$ cat config.mk
export PLATFORM = sky130hd
export DESIGN_NAME = sram_axi_slave
export DESIGN_NICKNAME = d
export VERILOG_FILES = /design/src/rtl/sram_axi_slave.sv
export SDC_FILE = /design/constraint.sdc
export NUM_CORES = 1
export LEC_CHECK = 0
export ABC_AREA = 1
export BUFFER_PORTS_ARGS = -buffer_cell sky130_fd_sc_hd__buf_2
export CAP_MARGIN = 20
export CORE_AREA = 3 3 119 121
export DETAILED_ROUTE_END_ITERATION = 7
export DIE_AREA = 0 0 122 124
export MAX_ROUTING_LAYER = met4
export PLACE_DENSITY = 0.72
export SYNTH_ARGS = -nofsm -noshare
export SYNTH_HDL_FRONTEND = slang
export SYNTH_SLANG_ARGS = --single-unit
$ cat constraint.sdc
create_clock -name clk -period 1.5 [get_ports clk]
set_input_delay 0.45 -clock clk [delete_from_list [all_inputs] [get_ports clk]]
set_output_delay 0.45 -clock clk [all_outputs]
set_load 0.1 [all_outputs]
$ cat src/rtl/sram_axi_slave.sv
// AXI4 responder in front of a single-port 32-bit SRAM macro (active-low CEB/WEB/BWEB).
// One transaction in flight; every AXI beat becomes exactly one SRAM access.
module sram_axi_slave #(
    parameter int ID_W   = 8,
    parameter int ADDR_W = 14
) (
    input  logic              clk,
    input  logic              rst,
    input  logic [ID_W-1:0]   i_ARID,
    input  logic [31:0]       i_ARADDR,
    input  logic [3:0]        i_ARLEN,
    input  logic [2:0]        i_ARSIZE,
    input  logic [1:0]        i_ARBURST,
    input  logic              i_ARVALID,
    output logic              o_ARREADY,
    output logic [ID_W-1:0]   o_RID,
    output logic [31:0]       o_RDATA,
    output logic [1:0]        o_RRESP,
    output logic              o_RLAST,
    output logic              o_RVALID,
    input  logic              i_RREADY,
    input  logic [ID_W-1:0]   i_AWID,
    input  logic [31:0]       i_AWADDR,
    input  logic [3:0]        i_AWLEN,
    input  logic [2:0]        i_AWSIZE,
    input  logic [1:0]        i_AWBURST,
    input  logic              i_AWVALID,
    output logic              o_AWREADY,
    input  logic [31:0]       i_WDATA,
    input  logic [3:0]        i_WSTRB,
    input  logic              i_WLAST,
    input  logic              i_WVALID,
    output logic              o_WREADY,
    output logic [ID_W-1:0]   o_BID,
    output logic [1:0]        o_BRESP,
    output logic              o_BVALID,
    input  logic              i_BREADY,
    output logic              o_CEB,
    output logic              o_WEB,
    output logic [31:0]       o_BWEB,
    output logic [ADDR_W-1:0] o_A,
    output logic [31:0]       o_DI,
    input  logic [31:0]       i_DO
);

    typedef enum logic [2:0] {
        IDLE,
        RD_REQ,
        RD_RESP,
        WR_DATA,
        WR_RESP
    } state_t;

    state_t            r_state;
    logic              r_arready;
    logic              r_rvalid;
    logic              r_wready;
    logic              r_bvalid;
    logic [ID_W-1:0]   r_id;
    logic [ADDR_W-1:0] r_idx;
    logic [3:0]        r_len;
    logic [1:0]        r_burst;
    logic [3:0]        r_beat;

    logic              w_rlast;
    logic              w_rdActive;
    logic              w_wrActive;
    logic [ADDR_W-1:0] w_nextIdx;
    logic [31:0]       w_bweb;
    logic              w_unused;

    // Size, write length and out-of-range address bits carry no meaning for this SRAM.
    assign w_unused = &{i_ARSIZE, i_AWSIZE, i_AWLEN,
                        i_ARADDR[31:ADDR_W+2], i_ARADDR[1:0],
                        i_AWADDR[31:ADDR_W+2], i_AWADDR[1:0]};

    assign w_rlast    = r_rvalid && (r_beat == r_len);
    assign w_rdActive = (r_state == RD_REQ);
    assign w_wrActive = r_wready && i_WVALID;
    assign w_nextIdx  = (r_burst == 2'b00) ? r_idx : r_idx + ADDR_W'(1);

    always_ff @(posedge clk or posedge rst) begin
        if (rst) begin
            r_state   <= IDLE;
            r_arready <= 1'b1;
            r_rvalid  <= 1'b0;
            r_wready  <= 1'b0;
            r_bvalid  <= 1'b0;
            r_id      <= '0;
            r_idx     <= '0;
            r_len     <= '0;
            r_burst   <= '0;
            r_beat    <= '0;
        end else begin
            case (r_state)
                IDLE: begin
                    // Read has priority: AWREADY is masked whenever ARVALID is high.
                    if (i_ARVALID) begin
                        r_id      <= i_ARID;
                        r_idx     <= i_ARADDR[ADDR_W+1:2];
                        r_len     <= i_ARLEN;
                        r_burst   <= i_ARBURST;
                        r_beat    <= '0;
                        r_arready <= 1'b0;
                        r_state   <= RD_REQ;
                    end else if (i_AWVALID) begin
                        r_id      <= i_AWID;
                        r_idx     <= i_AWADDR[ADDR_W+1:2];
                        r_burst   <= i_AWBURST;
                        r_arready <= 1'b0;
                        r_wready  <= 1'b1;
                        r_state   <= WR_DATA;
                    end
                end
                RD_REQ: begin
                    r_rvalid <= 1'b1;
                    r_state  <= RD_RESP;
                end
                RD_RESP: begin
                    if (i_RREADY) begin
                        r_rvalid <= 1'b0;
                        if (w_rlast) begin
                            r_arready <= 1'b1;
                            r_state   <= IDLE;
                        end else begin
                            r_beat  <= r_beat + 4'd1;
                            r_idx   <= w_nextIdx;
                            r_state <= RD_REQ;
                        end
                    end
                end
                WR_DATA: begin
                    if (i_WVALID) begin
                        r_idx <= w_nextIdx;
                        if (i_WLAST) begin
                            r_wready <= 1'b0;
                            r_bvalid <= 1'b1;
                            r_state  <= WR_RESP;
                        end
                    end
                end
                WR_RESP: begin
                    if (i_BREADY) begin
                        r_bvalid  <= 1'b0;
                        r_arready <= 1'b1;
                        r_state   <= IDLE;
                    end
                end
                default: begin
                    r_state <= IDLE;
                end
            endcase
        end
    end

    // Byte strobes expand to active-low bit enables; idle value is all ones.
    always_comb begin
        w_bweb = '1;
        if (w_wrActive) begin
            for (int k = 0; k < 4; k++) begin
                w_bweb[8*k +: 8] = {8{~i_WSTRB[k]}};
            end
        end
    end

    assign o_ARREADY = r_arready;
    assign o_AWREADY = r_arready && !i_ARVALID;
    assign o_RVALID  = r_rvalid;
    assign o_RDATA   = i_DO;
    assign o_RID     = r_id;
    assign o_RRESP   = 2'b00;
    assign o_RLAST   = w_rlast;
    assign o_WREADY  = r_wready;
    assign o_BVALID  = r_bvalid;
    assign o_BID     = r_id;
    assign o_BRESP   = 2'b00;

    assign o_CEB  = !(w_rdActive || w_wrActive);
    assign o_WEB  = !w_wrActive;
    assign o_BWEB = w_bweb;
    assign o_A    = (w_rdActive || w_wrActive) ? r_idx : '0;
    assign o_DI   = w_wrActive ? i_WDATA : 32'h0;

endmodule
==> impl_metrics.toml, run 1 <==
[floorplanning]
ioPinCount = 312
fp.dieH_um = 124
die_area_mm2 = 0.0151
core.rowCount = 42
initial_core_util = 0.259
die_w_um = 122
core_mm2 = 0.0132

[worst_setup_path]
r2r.worst_path.cells = 11
cp_slowest_stage_delay_ps = 510
rrSetupSlack_ps = -250
cpMaxStageDelayCell = "dfrtp_4"
setup.worst_path.start = "o_WREADY"
endpoint_kind = "output port"
endpoint = "o_CEB"
critical_path_class = "reg -> out"
r2r-start = "r_state[2]"
critical_path_required_ps = 1050
path_cells = "nand2_8 > nand2_4 > clkinvlp_4 > buf_12 > buf_6 > buf_12"
critPathMostFrequentCell = "buf_12"
reg2reg_to = "r_idx[4]"
crit_fanout = 15
cp-start-kind = "flop"
worst-endpoint-arrival_ps = 1540

[hold_path]
hold_path_class = "in -> async"

[place]
dpl-instance-area_mm2 = 0.00646
gp_congestion = 0.842
dp_cells = 877
port_buffers = 197
dp_hpwl_um = 9970

[grt]
antenna_found_initial = 1
grt_usage = 0.169
grt_overflow = 0
grt_pass1_vias = 3925
grt_pass1_wl_um = 19800
grt_max_degree = 40

[yosys]
synth_cells = 543
syn_area_mm2 = 0.00342
seq_area_frac_synth = 0.286
ys_warn_count = 0
synth_seq_cells = 39
avgSynthCellArea_um2 = 6.30
synthDistinctLibCells = 34

[flow_run]
maxCapViolations = 0

[layout]
finalNetCount = 909
design_area_mm2 = 0.00718
drive_gt1_frac = 0.541
areaGrowthSynthToFinish_pct = 110
stdcell_count = 911
utilization = 0.545

[sta]
drv_slew = 0
finClkSkew_ps = 11.6
timing.hold.ws_ps = 219
rsz0062_at_grt = "true"
hold_viol_final = 0
setup_violations = 118
setup_ws_ps = -488
max_freq_mhz = 503
period_needed_ps = 1990
period_share = 1.33

[pwr]
p_leak_nw = 3.49
power_density_mw_per_mm2 = 2530
power_mw = 18.2
vdd_drop_max_mv = 1.86

[clock_tree]
cts_buffers = 5
clk_root_buffer_cell = "clkbuf_16"
path_clk_slew_ps = 70
htreeDepth = 2
clock_path_buffers = 2
numClockSinks = 39
insertion_delay_ps = 280
cts_tree = "done"

[status]
status = "finished with violations"
violations = "negative setup slack"

[route]
remaining_drc_errors = 0
vias = 3948
routedWlPerCell_um = 14.8
wirelength_um = 13500
first_pass_iters = 4
drtIter0Drc = 149
avgViaCountPerCell = 4.33
ant_nets = 0
placed cells by master (no fill, tap or decap), types with 3 or more instances in the layout:
| cell | instances |
|---|---|
| a21oi_1 | 9 |
| inv_2 | 5 |
| inv_4 | 3 |
| o21a_1 | 8 |
| clkinvlp_4 | 3 |
| nand3_2 | 3 |
| clkbuf_16 | 5 |
| nand2_4 | 4 |
| o211ai_1 | 5 |
| nand4_1 | 5 |
| nor2_1 | 35 |
| nand3_4 | 3 |
| dfrtp_2 | 9 |
| o21ai_0 | 8 |
| or2_2 | 6 |
| nand2_2 | 10 |
| buf_4 | 37 |
| inv_1 | 61 |
| nand3_1 | 11 |
| buf_12 | 113 |
| dfrtp_1 | 27 |
| o21ai_2 | 3 |
| nor2_4 | 53 |
| conb_1 | 4 |
| o21ai_1 | 18 |
| buf_6 | 17 |
| nand2_1 | 135 |
| xor2_1 | 4 |
| buf_2 | 96 |
| nand2_8 | 10 |
| nor2_2 | 3 |
synthesized netlist by cell type:
cell type	count	share of area
dfstp_2	1	0.0077
nand2_1	152	0.17
a21oi_1	11	0.016
nand2_2	4	0.0073
o211ai_1	5	0.011
buf_6	1	0.0033
buf_2	6	0.0088
nand2_4	1	0.0033
o21a_1	8	0.018
conb_1	1	0.0011
inv_2	3	0.0033
o21ai_1	7	0.010
nand3_2	2	0.0059
nor2_2	2	0.0037
nor2_1	88	0.097
nand3b_1	1	0.0022
inv_1	70	0.077
mux2_2	1	0.0033
buf_1	1	0.0011
clkbuf_1	4	0.0044
a21o_1	1	0.0022
o21ai_0	22	0.032
nor2_4	1	0.0033
o22ai_1	1	0.0018
xnor2_1	1	0.0026
or2_2	6	0.011
dfrtp_1	38	0.28
nand4_1	5	0.0091
o21bai_1	1	0.0022
a31oi_1	2	0.0037
ha_1	2	0.0073
buf_4	75	0.16
nand3_1	15	0.022
xor2_1	4	0.010
stage by stage:
| step | TNS (ps) | setup WS (ps) |
|---|---|---|
| after detailed placement | -23180 | -283 |
| after CTS | -39160 | -496 |
| after global routing | -40030 | -552 |
| after floorplan | -42720 | -779 |
| after global placement | -20580 | -277 |
| final | -34720 | -488 |
worst min-delay path by stage:
stage / slack [ps] / depth (start not counted) / end
2_1_floorplan: 470 / 2 / r_idx[13]
3_3_place_gp: 490 / 2 / r_idx[13]
3_5_place_dp: 490 / 2 / r_idx[13]
4_1_cts: 230 / 3 / r_idx[13]
5_1_grt: 240 / 3 / r_idx[13]
6_report: 220 / 3 / r_idx[13]
state kept, by name (all words and copies together), names as in the netlist, 2 cells and up:
signal / flops
r_idx: 14
o_BID: 8
r_beat: 4
r_len: 4
r_state: 3
r_burst: 2
power breakdown:
part / switching, mW / internal [mW]
Combinational: 9.30 / 5.47
Clock: 0.464 / 0.794
Sequential: 0.583 / 1.59
Total: 10.3 / 7.85
critical path: cells and delay by family (launching register included):
kind	cells	cell delay (ps)
flops	1	510
simple gates	2	160
buf+inv	4	560
metal layers:
layer  wire length [µm]  share of wire  GRT usage  vias up
met5                  0              0          -        -
met1               5240           0.39      0.205     1835
met2               7320           0.54      0.294      132
met4                114         0.0084     0.0357        0
li1                   -              -          -     1973
met3                821          0.061     0.0341        8
kinds of logic after synthesis:
family          share of synthesized area
mux                               0.00329
xor+xnor                           0.0128
fa+ha+maj                         0.00731
buf+inv                             0.262
other cells                       0.00110
compound gates                     0.0969
flops                               0.286
simple gates                        0.331
repair_timing:
item                       4_1_cts  5_1_grt
cloned                           3        0
hold buffers                     0        0
pin swaps                       25       21
setup endpoints to repair      117      123
setup buffers                   22        6
resized for setup               76       28
layout make-up:
cell class                 instances  area [µm²]
clock inverter                     3        47.5
antenna                            1        2.50
fill                            1111        6010
clock buffer                       5         125
multi-input combinational        349        2230
timing repair buffer             265        3250
inverter                          73         300
tap                              176         220
sequential                        39        1000
Power figures use the tool's default switching activity.
==> inputs of run 2 (changes only) <==
- CTS_BUF_LIST: default -> sky130_fd_sc_hd__clkbuf_4 sky130_fd_sc_hd__clkbuf_8
- MAX_ROUTING_LAYER: met4 -> default
==> run 2 against run 1 <==
  * The run still ends with negative setup slack left
  * Clock power fell by 25%
  * Non-clock buffer count rose by 3
  * Hold slack got worse by 28 ps
  * Global-route usage fell by 0.24 points
  * Die area did not move
==> impl_metrics.toml, run 2 (synthesis results as in run 1) <==
[status]
status = "finished with violations"
violations = "negative setup slack"

[clock_tree]
cts_buffers = 5
path_clk_slew_ps = 90
numClockSinks = 39
hold_buffers = 0
clk_root_buffer_cell = "clkbuf_8"
cts_tree = "done"
htreeDepth = 2
clock_path_buffers = 2
insertion_delay_ps = 310

[layout]
finalNetCount = 912
largest-register = "r_idx"
drive_gt1_frac = 0.539
design_area_mm2 = 0.00714
final_common_cell = "nand2_1"
largest_reg_flops = 14
regArea_um2 = 1000
areaGrowthSynthToFinish_pct = 109
nFillCells = 1121
final_cell_mix = "nand2_1 (137), buf_12 (113), buf_2 (96)"
multi_input_area_mm2 = 0.00222

[pwr]
power_frac_clock = 0.053
switching_share = 0.577
vdd_drop_max_mv = 1.75
p_comb_frac = 0.826
intPower_mw = 7.56
net-switching-power_mw = 10.3
p_leak_nw = 3.47
power_density_mw_per_mm2 = 2510
p_seq_frac = 0.121

[worst_setup_path]
critical_path_required_ps = 1050
cp-start-kind = "flop"
r2r.worst_path.cells = 10
critical_path_class = "reg -> out"
endpoint_kind = "output port"
crit_fanout = 15
worst-endpoint-arrival_ps = 1590

[route]
remaining_drc_errors = 0
routedWlPerCell_um = 14.8
ant_nets = 0
avgViaCountPerCell = 4.37
wirelength_um = 13500
drtIter0Drc = 121
first_pass_iters = 4
vias = 3998

[sta]
rsz0062_at_grt = "true"
max_freq_mhz = 490
drv_slew = 0
timing.hold.ws_ps = 191
setup_violations = 122
hold_viol_final = 0
finClkSkew_ps = 11.3
period_share = 1.36
setup_ws_ps = -542
period_needed_ps = 2040

[grt]
grt_pass1_vias = 3936
grt_usage = 0.167
grt_pass1_wl_um = 20000
grt_max_degree = 40
antenna_found_initial = 2
grt_overflow = 0

[flow_run]
maxCapViolations = 0

[place]
port_buffers = 197
dpl-instance-area_mm2 = 0.00646
place_ws_ps = -283
gp_congestion = 0.829
dp_hpwl_um = 9970

[floorplanning]
die_w_um = 122
core.rowCount = 42
core_mm2 = 0.0132
fp.dieH_um = 124
die_area_mm2 = 0.0151
ioPinCount = 312
initial_core_util = 0.259

[hold_path]
hold_path_class = "in -> async"
run 2: path summary, 6_finish.rpt:
kind,startpoint,to,slack [ps]
worst max-delay path,r_state[1],o_A[5],-540
worst min-delay path,rst,r_idx[13],190
worst max register to register,r_state[2],r_idx[7],-300
worst min register to register,r_idx[13],r_idx[13],510
max in group asynchronous,rst,o_ARREADY,1050
min in group clk,i_ARLEN[2],r_len[2],370
run 2: timing repair:
action / CTS / global route
pin swaps: 20 / 16
buffers inserted: 22 / 8
gates cloned: 3 / 0
resized for setup: 67 / 30
endpoints found under the setup margin: 117 / 123
run 2: layout make-up:
type                            instances  area share
Timing Repair Buffer                  268       0.458
Clock inverter                          3     0.00666
Sequential cell                        39       0.140
Multi-Input combinational cell        349       0.312
Inverter                               73      0.0428
Tap cell                              176      0.0309
Clock buffer                            5     0.00964
Antenna cell                            1    0.000351
run 2: critical path, cell delays in order (launching register included):
cell	delay [ps]
dfrtp_1	410
inv_2	90
nand3_4	100
nand2_4	80
clkinvlp_4	80
buf_12	170
nor2_4	150
buf_12	180
run 2: power groups by stage:
stage	logic [mW]	registers, mW	clock network (mW)
CTS	14.4	2.13	0.957
global placement	13.0	2.13	0
global route	15.4	2.23	1.01
finish	14.8	2.16	0.939
detailed placement	13.2	2.14	0
floorplan	8.10	3.06	0
run 2: per-stage QoR:
step                      power, mW  setup TNS, ps   util  instances
after floorplan                11.2         -42720      -        546
after global routing           18.7         -49120  0.541        913
after CTS                      17.5         -44820  0.530        909
final                          17.9         -43120  0.541        914
after detailed placement       15.3         -23180  0.490        877
after global placement         15.2         -20580  0.490        877
run 2: per-layer routing:
metal,share of wire,track usage
met1,0.39,0.204
met2,0.53,0.295
met3,0.063,0.0395
met4,0.019,0.0455
met5,0.00066,0
==> inputs of run 3 (changes only) <==
- CORE_AREA: 3 3 119 121 -> 3 3 120 122
- DIE_AREA: 0 0 122 124 -> 0 0 123 125
- PLACE_DENSITY: 0.72 -> 0.69
- clock period: 1.5 -> 1.9 ns (I/O delays scaled with it)
==> run 3 against run 2 <==
  * The flow still finishes with violations (negative setup slack)
  * Register-to-register slack improved by 500 ps
  * First-iteration DRC count fell by 17%
  * Count of clock-buffer cells in the layout rose by 2
  * Cell area fell by 12%
  * Utilization is 7.0 points lower
  * Critical path depth did not move
  * Clock skew grew 2.9 ps
  * Critical endpoint unchanged
==> impl_metrics.toml, run 3 (synthesis results as in run 1) <==
[sta]
period_needed_ps = 2100
timing.hold.ws_ps = 319
hold_viol_final = 0
rsz0062_at_grt = "true"
period_share = 1.11
max_freq_mhz = 475
setup_ws_ps = -203
drv_slew = 0
finClkSkew_ps = 14.2
setup_violations = 78

[worst_setup_path]
r2r.worst_path.cells = 7
cpMaxStageDelayCell = "dfrtp_1"
path_cells = "inv_2 > nand3_4 > nand2_4 > clkinvlp_4 > buf_12 > nor2_4 > buf_12"
r2r-start = "r_state[0]"
cp_slowest_stage_delay_ps = 400
critical_path_class = "reg -> out"
endpoint_kind = "output port"
path_delay_family = "buffers and inverters"
reg2reg_to = "r_beat[2]"
rrSetupSlack_ps = 200
cp-start-kind = "flop"
critical_path_required_ps = 1330
path_buf_inv = 4
worst-endpoint-arrival_ps = 1530
crit_fanout = 15
critPathMostFrequentCell = "buf_12"

[pwr]
p_leak_nw = 3.10
intPower_mw = 4.53
power_density_mw_per_mm2 = 1900
p_comb_frac = 0.814
power_frac_clock = 0.052
power_mw = 11.9
p_seq_frac = 0.134
switching_share = 0.619
vdd_drop_max_mv = 1.37
net-switching-power_mw = 7.37

[floorplanning]
die_area_mm2 = 0.0154
fp.dieH_um = 125
core.rowCount = 42
ioPinCount = 312
initial_core_util = 0.257
die_w_um = 123
core_mm2 = 0.0133

[place]
dp_hpwl_um = 9490
dp_cells = 857
gp_congestion = 0.813
place_ws_ps = -140
port_buffers = 197

[hold_path]
hold_path_class = "in -> async"

[layout]
nFillCells = 1281
utilization = 0.471
finalNetCount = 872
drive_gt1_frac = 0.478
antenna_cells = 0
regArea_um2 = 1000
final_common_cell = "nand2_1"
areaGrowthSynthToFinish_pct = 83.1
largest-register = "r_idx"
stdcell_count = 873
multi_input_area_mm2 = 0.00204
final_cell_mix = "nand2_1 (146), buf_2 (114), buf_12 (92)"
largest_reg_flops = 14

[clock_tree]
clk_root_buffer_cell = "clkbuf_8"
htreeDepth = 2
cts_buffers = 5
path_clk_slew_ps = 90
hold_buffers = 0
insertion_delay_ps = 290
clock_path_buffers = 2
numClockSinks = 39
cts_tree = "done"

[flow_run]
maxCapViolations = 0

[grt]
antenna_found_initial = 1
grt_pass1_vias = 3578
grt_overflow = 0
grt_max_degree = 40
grt_pass1_wl_um = 18200
grt_usage = 0.147

[route]
avgViaCountPerCell = 4.24
ant_nets = 0
routedWlPerCell_um = 13.3
first_pass_iters = 4
vias = 3703
remaining_drc_errors = 0
wirelength_um = 11600
drtIter0Drc = 100

[status]
violations = "negative setup slack"
status = "finished with violations"
run 3: metal layers:
metal,vias to the layer above,track usage,wire [µm]
met1,1668,0.177,4510
met3,8,0.0416,1070
met5,-,0,9
li1,1884,-,-
met2,141,0.263,6000
met4,2,0.0215,51
run 3: what timing repair did:
action | 4_1_cts | 5_1_grt
pin swaps | 11 | 9
gates resized for setup | 27 | 8
buffers inserted | 11 | 2
setup endpoints to repair | 75 | 86
run 3: cell type report:
| class | count | area share |
|---|---|---|
| inverters | 73 | 0.0473 |
| repair buffers | 230 | 0.417 |
| flip-flops and latches | 39 | 0.160 |
| multi-input cells | 347 | 0.325 |
| clock buffers | 7 | 0.0144 |
| clock inverters | 1 | 0.00140 |
| well taps | 176 | 0.0351 |
run 3: worst max-delay path by stage:
stage	end	cells past startpoint	start	slack [ps]
floorplan	o_A[10]	5	o_WREADY	-500
global placement	o_CEB	7	i_WVALID	-120
detailed placement	o_A[10]	7	i_WVALID	-140
CTS	o_A[5]	7	r_state[2]	-230
global route	o_A[11]	7	r_state[2]	-290
finish	o_A[5]	7	r_state[2]	-200
run 3: through the flow:
step / setup TNS [ps] / area, µm²
floorplan: -20200 / 3930
CTS: -11430 / 6260
global placement: -5160 / 5990
global route: -12590 / 6270
detailed placement: -6450 / 5990
finish: -8350 / 6270
run 3: power groups by stage:
stage	registers, mW	logic (mW)	clock network, mW
floorplan	2.42	6.39	0
global placement	1.60	9.44	0
detailed placement	1.61	9.53	0
CTS	1.60	9.76	0.660
global route	1.66	10.2	0.688
finish	1.60	9.69	0.624
run 3: tightest hold or removal path: stages:
cell and delay [ps]:
buf_2 100, inv_1 80, buf_12 240
